**config.mk**
```make
export PLATFORM = sky130hd
export DESIGN_NAME = door_access_arbiter_flat
export DESIGN_NICKNAME = d
export VERILOG_FILES = /design/src/rtl/door_access_arbiter_if.sv /design/src/rtl/door_access_arbiter.sv /design/src/flat_wrapper.sv
export SDC_FILE = /design/constraint.sdc
export NUM_CORES = 1
export LEC_CHECK = 0
export CORE_ASPECT_RATIO = 1.25
export CORE_MARGIN = 2
export CORE_UTILIZATION = 48
export CTS_BUF_LIST = sky130_fd_sc_hd__clkbuf_8 sky130_fd_sc_hd__clkbuf_16
export DETAILED_ROUTE_END_ITERATION = 10
export GPL_TIMING_DRIVEN = 0
export PLACE_DENSITY_LB_ADDON = 0.08
export SLEW_MARGIN = 0
export SYNTH_ARGS = -nofsm -noshare
export SYNTH_HDL_FRONTEND = slang
export SYNTH_SLANG_ARGS = --single-unit
```
**constraint.sdc**
```tcl
create_clock -name clk -period 2 [get_ports clk]
set_input_delay 0.3 -clock clk [delete_from_list [all_inputs] [get_ports clk]]
set_output_delay 0.3 -clock clk [all_outputs]
set_load 0.03 [all_outputs]
```
**src/rtl/door_access_arbiter_if.sv**
```systemverilog
// Keypad/door signal bundle between the two entry points and the access arbiter.
interface door_access_arbiter_if;
  logic       req_left;
  logic       req_right;
  logic       confirm_left;
  logic       confirm_right;
  logic [3:0] pass_left;
  logic [3:0] pass_right;
  logic       gnt_left;
  logic       gnt_right;
  logic       en_left;
  logic       en_right;
  logic       alarm;
  logic [1:0] fail_cnt;
  logic [2:0] state;

  // Keypad side: drives requests and codes, observes grants and door enables.
  modport master (
    output req_left, req_right, confirm_left, confirm_right, pass_left, pass_right,
    input  gnt_left, gnt_right, en_left, en_right, alarm, fail_cnt, state
  );

  // Arbiter side.
  modport slave (
    input  req_left, req_right, confirm_left, confirm_right, pass_left, pass_right,
    output gnt_left, gnt_right, en_left, en_right, alarm, fail_cnt, state
  );
endinterface

```
**src/rtl/door_access_arbiter.sv**
```systemverilog
// Round-robin arbiter sharing one password check / door-open sequence between the left and
// right keypads, with lockout after repeated wrong codes.
module door_access_arbiter #(
  parameter logic [3:0]  PASSWORD    = 4'b1010,
  parameter int unsigned OPEN_CYCLES = 8,
  parameter int unsigned MAX_FAIL    = 3,
  parameter int unsigned LOCK_CYCLES = 16,
  parameter int unsigned TIMEOUT     = 12
) (
  input logic                  clk,
  input logic                  rst,
  door_access_arbiter_if.slave bus
);

  typedef enum logic [2:0] {
    StIdle  = 3'd0,
    StGrant = 3'd1,
    StCheck = 3'd2,
    StOpen  = 3'd3,
    StFail  = 3'd4,
    StLock  = 3'd5
  } state_e;

  // One shared timer covers the GRANT timeout, OPEN and LOCK durations.
  localparam int unsigned MaxCycles =
      (OPEN_CYCLES > LOCK_CYCLES) ?
      ((OPEN_CYCLES > TIMEOUT) ? OPEN_CYCLES : TIMEOUT) :
      ((LOCK_CYCLES > TIMEOUT) ? LOCK_CYCLES : TIMEOUT);
  localparam int unsigned TimerW = (MaxCycles > 1) ? $clog2(MaxCycles) : 1;
  localparam logic [TimerW-1:0] OpenLast    = TimerW'(OPEN_CYCLES - 1);
  localparam logic [TimerW-1:0] LockLast    = TimerW'(LOCK_CYCLES - 1);
  localparam logic [TimerW-1:0] TimeoutLast = TimerW'(TIMEOUT - 1);
  localparam logic [1:0]        MaxFail     = 2'(MAX_FAIL);

  state_e              state_q, state_d;
  logic                side_q, side_d;  // 0 = left, 1 = right
  logic                last_q, last_d;  // side served most recently
  logic [1:0]          fail_q, fail_d;
  logic [3:0]          code_q, code_d;
  logic [TimerW-1:0]   timer_q, timer_d;

  logic                sel_req, sel_confirm;
  logic [3:0]          sel_pass;
  logic [1:0]          fail_inc;
  logic                serve, open, lock;
  logic [2:0]          state_out;

  // Only the granted side's inputs are ever looked at.
  assign sel_req     = side_q ? bus.req_right     : bus.req_left;
  assign sel_confirm = side_q ? bus.confirm_right : bus.confirm_left;
  assign sel_pass    = side_q ? bus.pass_right    : bus.pass_left;
  assign fail_inc    = fail_q + 2'd1;

  // State and datapath registers; last_q resets to right so left wins the first tie.
  always_ff @(posedge clk or negedge rst) begin
    if (!rst) begin
      state_q <= StIdle;
      side_q  <= 1'b0;
      last_q  <= 1'b1;
      fail_q  <= 2'd0;
      code_q  <= 4'd0;
      timer_q <= '0;
    end else begin
      state_q <= state_d;
      side_q  <= side_d;
      last_q  <= last_d;
      fail_q  <= fail_d;
      code_q  <= code_d;
      timer_q <= timer_d;
    end
  end

  // Next-state logic for arbitration, code check, door timing and lockout.
  always_comb begin
    state_d = state_q;
    side_d  = side_q;
    last_d  = last_q;
    fail_d  = fail_q;
    code_d  = code_q;
    timer_d = timer_q;
    case (state_q)
      StIdle: begin
        timer_d = '0;
        if (bus.req_left && bus.req_right) begin
          side_d  = ~last_q;
          state_d = StGrant;
        end else if (bus.req_left) begin
          side_d  = 1'b0;
          state_d = StGrant;
        end else if (bus.req_right) begin
          side_d  = 1'b1;
          state_d = StGrant;
        end
      end
      StGrant: begin
        // Confirm beats a simultaneous request drop or timeout.
        if (sel_confirm) begin
          code_d  = sel_pass;
          state_d = StCheck;
        end else if (!sel_req || (timer_q == TimeoutLast)) begin
          last_d  = side_q;
          state_d = StIdle;
        end else begin
          timer_d = timer_q + 1'b1;
        end
      end
      StCheck: begin
        timer_d = '0;
        if (code_q == PASSWORD) begin
          fail_d  = 2'd0;
          state_d = StOpen;
        end else begin
          fail_d  = fail_inc;
          state_d = (fail_inc == MaxFail) ? StLock : StFail;
        end
      end
      StOpen: begin
        if (timer_q == OpenLast) begin
          last_d  = side_q;
          state_d = StIdle;
        end else begin
          timer_d = timer_q + 1'b1;
        end
      end
      StFail: begin
        last_d  = side_q;
        state_d = StIdle;
      end
      StLock: begin
        if (timer_q == LockLast) begin
          fail_d  = 2'd0;
          state_d = StIdle;
        end else begin
          timer_d = timer_q + 1'b1;
        end
      end
      default: state_d = StIdle;
    endcase
  end

  // Moore output decode; unused encodings look like IDLE.
  always_comb begin
    serve     = 1'b0;
    open      = 1'b0;
    lock      = 1'b0;
    state_out = 3'd0;
    case (state_q)
      StIdle:                  state_out = state_q;
      StGrant, StCheck, StFail: begin
        serve     = 1'b1;
        state_out = state_q;
      end
      StOpen: begin
        serve     = 1'b1;
        open      = 1'b1;
        state_out = state_q;
      end
      StLock: begin
        lock      = 1'b1;
        state_out = state_q;
      end
      default: state_out = 3'd0;
    endcase
  end

  assign bus.gnt_left  = serve & ~side_q;
  assign bus.gnt_right = serve & side_q;
  assign bus.en_left   = open & ~side_q;
  assign bus.en_right  = open & side_q;
  assign bus.alarm     = lock;
  assign bus.fail_cnt  = fail_q;
  assign bus.state     = state_out;

endmodule

```
**src/flat_wrapper.sv**
```systemverilog
// flat-port wrapper written by rule: the top's interface ports become plain ports
module door_access_arbiter_flat 
#(
  parameter logic [3:0]  PASSWORD    = 4'b1010,
  parameter int unsigned OPEN_CYCLES = 8,
  parameter int unsigned MAX_FAIL    = 3,
  parameter int unsigned LOCK_CYCLES = 16,
  parameter int unsigned TIMEOUT     = 12
)
  (clk, rst, bus_req_left, bus_req_right, bus_confirm_left, bus_confirm_right, bus_pass_left, bus_pass_right, bus_gnt_left, bus_gnt_right, bus_en_left, bus_en_right, bus_alarm, bus_fail_cnt, bus_state);
  door_access_arbiter_if bus_i ();
  input logic clk;
  input logic rst;
  input wire logic [$bits(bus_i.req_left)-1:0] bus_req_left;
  input wire logic [$bits(bus_i.req_right)-1:0] bus_req_right;
  input wire logic [$bits(bus_i.confirm_left)-1:0] bus_confirm_left;
  input wire logic [$bits(bus_i.confirm_right)-1:0] bus_confirm_right;
  input wire logic [$bits(bus_i.pass_left)-1:0] bus_pass_left;
  input wire logic [$bits(bus_i.pass_right)-1:0] bus_pass_right;
  output wire logic [$bits(bus_i.gnt_left)-1:0] bus_gnt_left;
  output wire logic [$bits(bus_i.gnt_right)-1:0] bus_gnt_right;
  output wire logic [$bits(bus_i.en_left)-1:0] bus_en_left;
  output wire logic [$bits(bus_i.en_right)-1:0] bus_en_right;
  output wire logic [$bits(bus_i.alarm)-1:0] bus_alarm;
  output wire logic [$bits(bus_i.fail_cnt)-1:0] bus_fail_cnt;
  output wire logic [$bits(bus_i.state)-1:0] bus_state;
  assign bus_i.req_left = bus_req_left;
  assign bus_i.req_right = bus_req_right;
  assign bus_i.confirm_left = bus_confirm_left;
  assign bus_i.confirm_right = bus_confirm_right;
  assign bus_i.pass_left = bus_pass_left;
  assign bus_i.pass_right = bus_pass_right;
  assign bus_gnt_left = bus_i.gnt_left;
  assign bus_gnt_right = bus_i.gnt_right;
  assign bus_en_left = bus_i.en_left;
  assign bus_en_right = bus_i.en_right;
  assign bus_alarm = bus_i.alarm;
  assign bus_fail_cnt = bus_i.fail_cnt;
  assign bus_state = bus_i.state;
  door_access_arbiter #(.PASSWORD(PASSWORD), .OPEN_CYCLES(OPEN_CYCLES), .MAX_FAIL(MAX_FAIL), .LOCK_CYCLES(LOCK_CYCLES), .TIMEOUT(TIMEOUT)) u_core (.clk(clk), .rst(rst), .bus(bus_i));
endmodule
```
==> Yosys cells after proc, flatten, opt, wreduce, memory -nomap -nowiden <==
Index checks and enable logic that the tools add are counted.
{ "word_totals": {"register_bits": 15, "in_bits": 14, "out_inout_bits": 10, "word_cells": 82} }
{ "op_classes": {"add_sub_neg": 2, "n_eq_ne": 19, "mux": 32, "bitwise": 6, "n_reduce_logical": 17} }
{ "op_table": {"columns": ["operator", "count"], "rows": [
  ["3-bit two-way mux", 9],
  ["4-bit two-way mux", 5],
  ["4-bit case mux with 4 select lines", 1],
  ["3-bit case mux with 5 select lines", 1],
  ["4-bit == test, second input constant", 3],
  ["1-bit two-way mux", 12],
  ["2-bit != test, second input constant", 4],
  ["4-bit AND reduction", 2],
  ["3-bit by 2-bit == test with 1-bit output, second input constant", 2],
  ["3-bit == test, second input constant", 2],
  ["2-bit by 1-bit != test with 1-bit output, second input constant", 3],
  ["2-bit AND reduction", 3],
  ["3-bit nonzero test", 2],
  ["6-bit OR reduction", 1],
  ["5-bit AND reduction", 1],
  ["4-bit by 1-bit adder with 4-bit output, second input constant", 1],
  ["1-bit AND", 4],
  ["4-bit by 3-bit == test with 1-bit output, second input constant", 1],
  ["2-bit two-way mux", 2],
  ["4-bit by 3-bit != test with 1-bit output, second input constant", 1],
  ["2-bit case mux with 2 select lines", 1],
  ["4-bit nonzero test", 1],
  ["4-bit OR reduction", 1],
  ["3-bit by 1-bit == test with 1-bit output, second input constant", 1],
  ["other kinds (11)", 12]
]} }

==> Logic depth before layout (Yosys ltp) <==
Gate-level depths: netlist of the first run.
{ "depth": {"ltp_word": 6, "ltp_mapped": 6} }

==> Worst setup path after synthesis of the first run <==
No wires, ideal clock.
{ "synth_timing": {"path_type": "register to register", "start": "reg u_core.timer_q[0]", "end": "reg u_core.timer_q[0]", "arrival_ns": 1.624, "slack_ns": 0.251, "path_stages_with_launch": 6, "path_buffers": 0, "synth_period_minus_slack_ns": 1.749, "path_cell_list": "dfrtp_1 -> ha_1 -> and4b_1 -> o21a_1 -> nor3_4 -> mux2_4"} }
{ "synth_via": {"elab_chain_cells": 4, "word_cells_on_any_way": 14, "classes_between": "add/sub: 1; eq/ne: 6; mux: 5; reduce/logical: 2"} }
{ "synth_lines": {"columns": ["element", "line", "source"], "rows": [
  ["start: declaration", "door_access_arbiter.sv:40", "logic [TimerW-1:0] timer_q, timer_d;"],
  ["start signal: assignment", "door_access_arbiter.sv:69", "timer_q <= timer_d;"],
  ["4-bit by 1-bit adder with 4-bit output or 4-bit == test (tied branches)", null, null],
  ["4-bit two-way mux or 1-bit logical OR (tied branches)", "door_access_arbiter.sv:100", "end else if (!sel_req || (timer_q == TimeoutLast)) begin"],
  ["4-bit two-way mux or 2-bit != test (tied branches)", null, null],
  ["4-bit case mux with 4 select lines or 5-bit AND reduction (tied branches)", null, null]
]} }
Several ways; a longest one is shown, not always the timed one. The select of a mux whose other input is x is not followed.
A chain may end at the register's enable or synchronous reset.

==> Worst setup path in the final report of the first run <==
Same ends and word-level chain as after synthesis.

==> results of run 1 <==
==> cell usage in the layout, fill, tap and decap left out, types with 2 or more instances in the layout <==
cell and count:
clkdlybuf4s50_1 15, nor2_1 12, dfrtp_1 12, a21oi_1 8, nand2_1 7, inv_1 5, mux2i_1 5, nor3_1 4
dlygate4sd2_1 4, nand2b_1 3, nand3b_1 3, clkbuf_8 3, clkbuf_2 2, or3_1 2, and3_1 2, nand3_1 2
o22ai_1 2, mux2_2 2, o21a_1 2, mux2_4 2, a21o_1 2, ha_1 2, clkdlybuf4s15_2 2, dfrtp_2 2
==> timing repair <==
| action | 4_1_cts | 5_1_grt |
|---|---|---|
| buffers inserted | 0 | 0 |
| endpoints found under the setup margin | 8 | 2 |
| resized for setup | 13 | 5 |
| gates cloned | 0 | 0 |
==> layer usage <==
layer | routed length (um) | track usage | part of all wire | vias up
li1 | - | - | - | 436
met1 | 875 | 0.241 | 0.41 | 440
met2 | 1120 | 0.348 | 0.53 | 27
met3 | 92 | 0.0195 | 0.043 | 4
met4 | 31 | 0.0833 | 0.015 | 0
met5 | 0 | 0 | 0 | -
==> Yosys cell counts (2+ instances only) <==
cell,n,area [sq um]
a21o_1,2,15.0
a21oi_1,8,40.0
and3_1,2,12.5
clkbuf_1,3,11.3
dfrtp_1,14,350
ha_1,2,25.0
inv_1,4,15.0
mux2_2,2,22.5
mux2_4,2,30.0
mux2i_1,5,50.1
nand2_1,7,26.3
nand2b_1,3,18.8
nand3_1,2,10.0
nand3b_1,3,22.5
nor2_1,12,45.0
nor3_1,4,20.0
o21a_1,2,15.0
o22ai_1,2,12.5
or3_1,2,12.5
==> area by class of cell <==
cell class	count	area, sq um
Buffer	4	28.8
Clock buffer	3	41.3
Clock inverter	1	3.75
Fill cell	169	684
Inverter	4	15.0
Multi-Input combinational cell	81	579
Sequential cell	15	379
Tap cell	20	25.0
Timing Repair Buffer	23	225
==> metrics by stage <==
step / hold slack, ns / cells
floorplan: 0.00441 / 106
global placement: 0.506 / 149
detailed placement: 0.520 / 149
CTS: 0.502 / 151
global route: 0.537 / 151
finish: 0.475 / 151
==> report_power, final <==
part / internal, uW / switching [uW] / leakage, uW
combinational: 582 / 677 / 0.000372
sequential: 452 / 139 / 0.000177
clock: 136 / 109 / 0.0000269
total: 1170 / 925 / 0.000577
==> flip-flops by register name (all words and copies together) (netlist names) <==
signal / flops
u_core.timer_q: 4
u_core.code_q: 4
u_core.side_q: 1
u_core.state_q: 3
u_core.bus.fail_cnt: 2
u_core.last_q: 1
==> worst max path at each step <==
stage,end,slack (ns),depth (start not counted),startpoint
after floorplan,u_core.timer_q[0],0.25,5,u_core.timer_q[0]
after global placement,bus_en_right,-0.08,5,u_core.state_q[2]
after detailed placement,bus_en_right,-0.11,5,u_core.state_q[1]
after CTS,bus_state[2],0.003,3,u_core.state_q[1]
after global routing,u_core.timer_q[0],0.002,5,u_core.timer_q[0]
final,u_core.timer_q[0],0.08,5,u_core.timer_q[0]
==> cells by family after synthesis <==
family / count (synthesis)
flip-flops: 15
buffers and inverters: 10
adder cells (fa/ha/maj): 2
AO/OA/AOI/OAI: 25
multiplexers: 9
AND/OR/NAND/NOR: 45
==> tab_implementation.tex, run 1 <==
\begin{tabular}{lr}
\hline
Metric & Value \\
\hline
\multicolumn{2}{l}{\textbf{Drt}} \\
Number of DRC violations after detailed-routing iteration 0 & 21 \\
Number of vias per cell & 6.01 \\
Detailed Route WL & 2120 um \\
Routed wirelength normalized by instance count & 14.0 um \\
First-pass DRT Iterations & 4 \\
Total DRC errors in the routed layout & 0 \\
Antenna-violating nets left & 0 \\
Total vias in the final route & 907 \\
\multicolumn{2}{l}{\textbf{STA}} \\
Final worst clock skew & 0.00564 ns \\
Final setup TNS & 0 ns \\
Setup ws final & 0.0823 ns \\
Min Clock Period, post-route & 1.92 ns \\
Number of hold violations in the final report & 0 \\
RSZ-0062 raised after global routing & false \\
Number of max-slew violations in the final report & 0 \\
Worst max-slew margin expressed relative to the limit & 0.526 \\
Fin crit share & 0.959 \\
Finish-stage setup viols & 0 \\
Slew of the pin with the lowest slew margin & 0.709 ns \\
Peak Freq & 521 MHz \\
\multicolumn{2}{l}{\textbf{Final layout}} \\
Finished Cell Area & 0.00130 sq mm \\
Final standard cell utilization of the core & 0.655 \\
Layout cell share with drive strength beyond 1 & 0.168 \\
Number of antenna cells inserted & 0 \\
NumNets Final & 148 \\
Area added between synthesis and finish & 29.1\% \\
\multicolumn{2}{l}{\textbf{Synthesis}} \\
Number of distinct library cells after synthesis & 44 \\
Post-Synthesis Cells & 106 \\
Post-synthesis compound-gate area fraction & 0.196 \\
Adder-cell area share of the yosys netlist & 0.0249 \\
Number of flops mapped to enable cells by yosys & 0 \\
Xor/xnor share of the synthesized area & 0 \\
Post-Syn Area & 0.00100 sq mm \\
Post-synthesis simple-gate area fraction & 0.254 \\
Portion of netlist area occupied by mux cells & 0.102 \\
Register bit total from synthesis & 15 \\
Fraction of registers with async set or reset after synthesis & 1.00 \\
Mean instance size in the synthesized netlist & 9.48 sq um \\
Top FF cell, synth & dfrtp\_1 \\
Portion of the post-synthesis area used by sequential elements & 0.375 \\
Net count after synthesis & 122 \\
YS warnings & 0 \\
Combinational family with the most area after synthesis & simple AND/OR/NAND/NOR gates \\
\multicolumn{2}{l}{\textbf{Clock network}} \\
Insertion delay to the later sink of the worst-skew pair & 0.25 ns \\
Clock tree root driver cell & clkbuf\_8 \\
Hold\_buf cts & 0 \\
Number of H-tree levels & 1 \\
Clock-pin slew reported for the worst setup and hold paths after clock tree synthesis & 0.07 ns \\
Number of buffers created by CTS & 3 \\
CTS tree & done \\
Buffer depth of the longest clock path & 2 \\
TritonCTS sink count & 15 \\
\multicolumn{2}{l}{\textbf{Placement}} \\
Detail Placement HPWL & 1620 um \\
Placed standard-cell area & 0.00126 sq mm \\
RePlAce Congestion & 0.818 \\
Worst setup timing slack at the placement stage & -0.112 ns \\
Count of input and output buffers & 23 \\
\multicolumn{2}{l}{\textbf{Setup path}} \\
Cell with the biggest individual delay on the critical path & dfrtp\_1 \\
Endpoint of the most critical register-to-register path & u\_core.timer\_q[0] \\
Largest stage delay on the critical path & 0.42 ns \\
Data required time at the worst endpoint & 2.14 ns \\
Element type at the critical path start & register \\
Worst setup slack for register-to-register paths & 0.08 ns \\
Kind of end point of the critical path & register \\
Critical setup path kind & register to register \\
Gate family responsible for the most delay along the worst path & simple AND/OR/NAND/NOR gates \\
Worst-case reg-to-reg path depth & 5 \\
Worst reg2reg startpoint & u\_core.timer\_q[0] \\
Arr. time, crit path & 2.05 ns \\
Cell Chain, Critical Path & ha\_1 > and4b\_1 > o21a\_1 > nor3\_4 > mux2\_4 \\
Worst path bufs/invs & 0 \\
Crit-path max FO & 7 \\
\multicolumn{2}{l}{\textbf{Die}} \\
Number of ports placed on the die boundary & 24 \\
Core area & 0.00198 sq mm \\
Horizontal die dimension & 44.9 um \\
Std cell rows & 18 \\
Overall die height & 55.2 um \\
Die area & 0.00248 sq mm \\
Effective utilization at floorplan & 0.507 \\
\multicolumn{2}{l}{\textbf{Power}} \\
Lkg Pwr & 0.000577 uW \\
Total power density per cell area & 1610 mW/mm\^{}2 \\
VDD IR-drop max & 0.736 mV \\
Power consumption & 2100 uW \\
\multicolumn{2}{l}{\textbf{Global route}} \\
Global-route wire length before repair & 3590 um \\
Vias in the first global route & 835 \\
Global-route usage over all layers & 0.196 \\
Largest net degree at the start of global routing & 16 \\
Aggregate global routing overflow & 0 \\
Initial antenna violation count & 0 \\
\multicolumn{2}{l}{\textbf{Outcome}} \\
Run status & completed \\
\multicolumn{2}{l}{\textbf{Job}} \\
Max-cap violations & 0 \\
\multicolumn{2}{l}{\textbf{Worst hold path}} \\
Type of the worst min-delay path & input port to asynchronous set/reset pin \\
\hline
\end{tabular}
(Power assumes the default switching activity.)
==> run 2: changes to the inputs <==
- GPL_ROUTABILITY_DRIVEN: not set -> 0
==> results of run 2 <==
Final layout, timing and power as in run 1 (identical DEF).
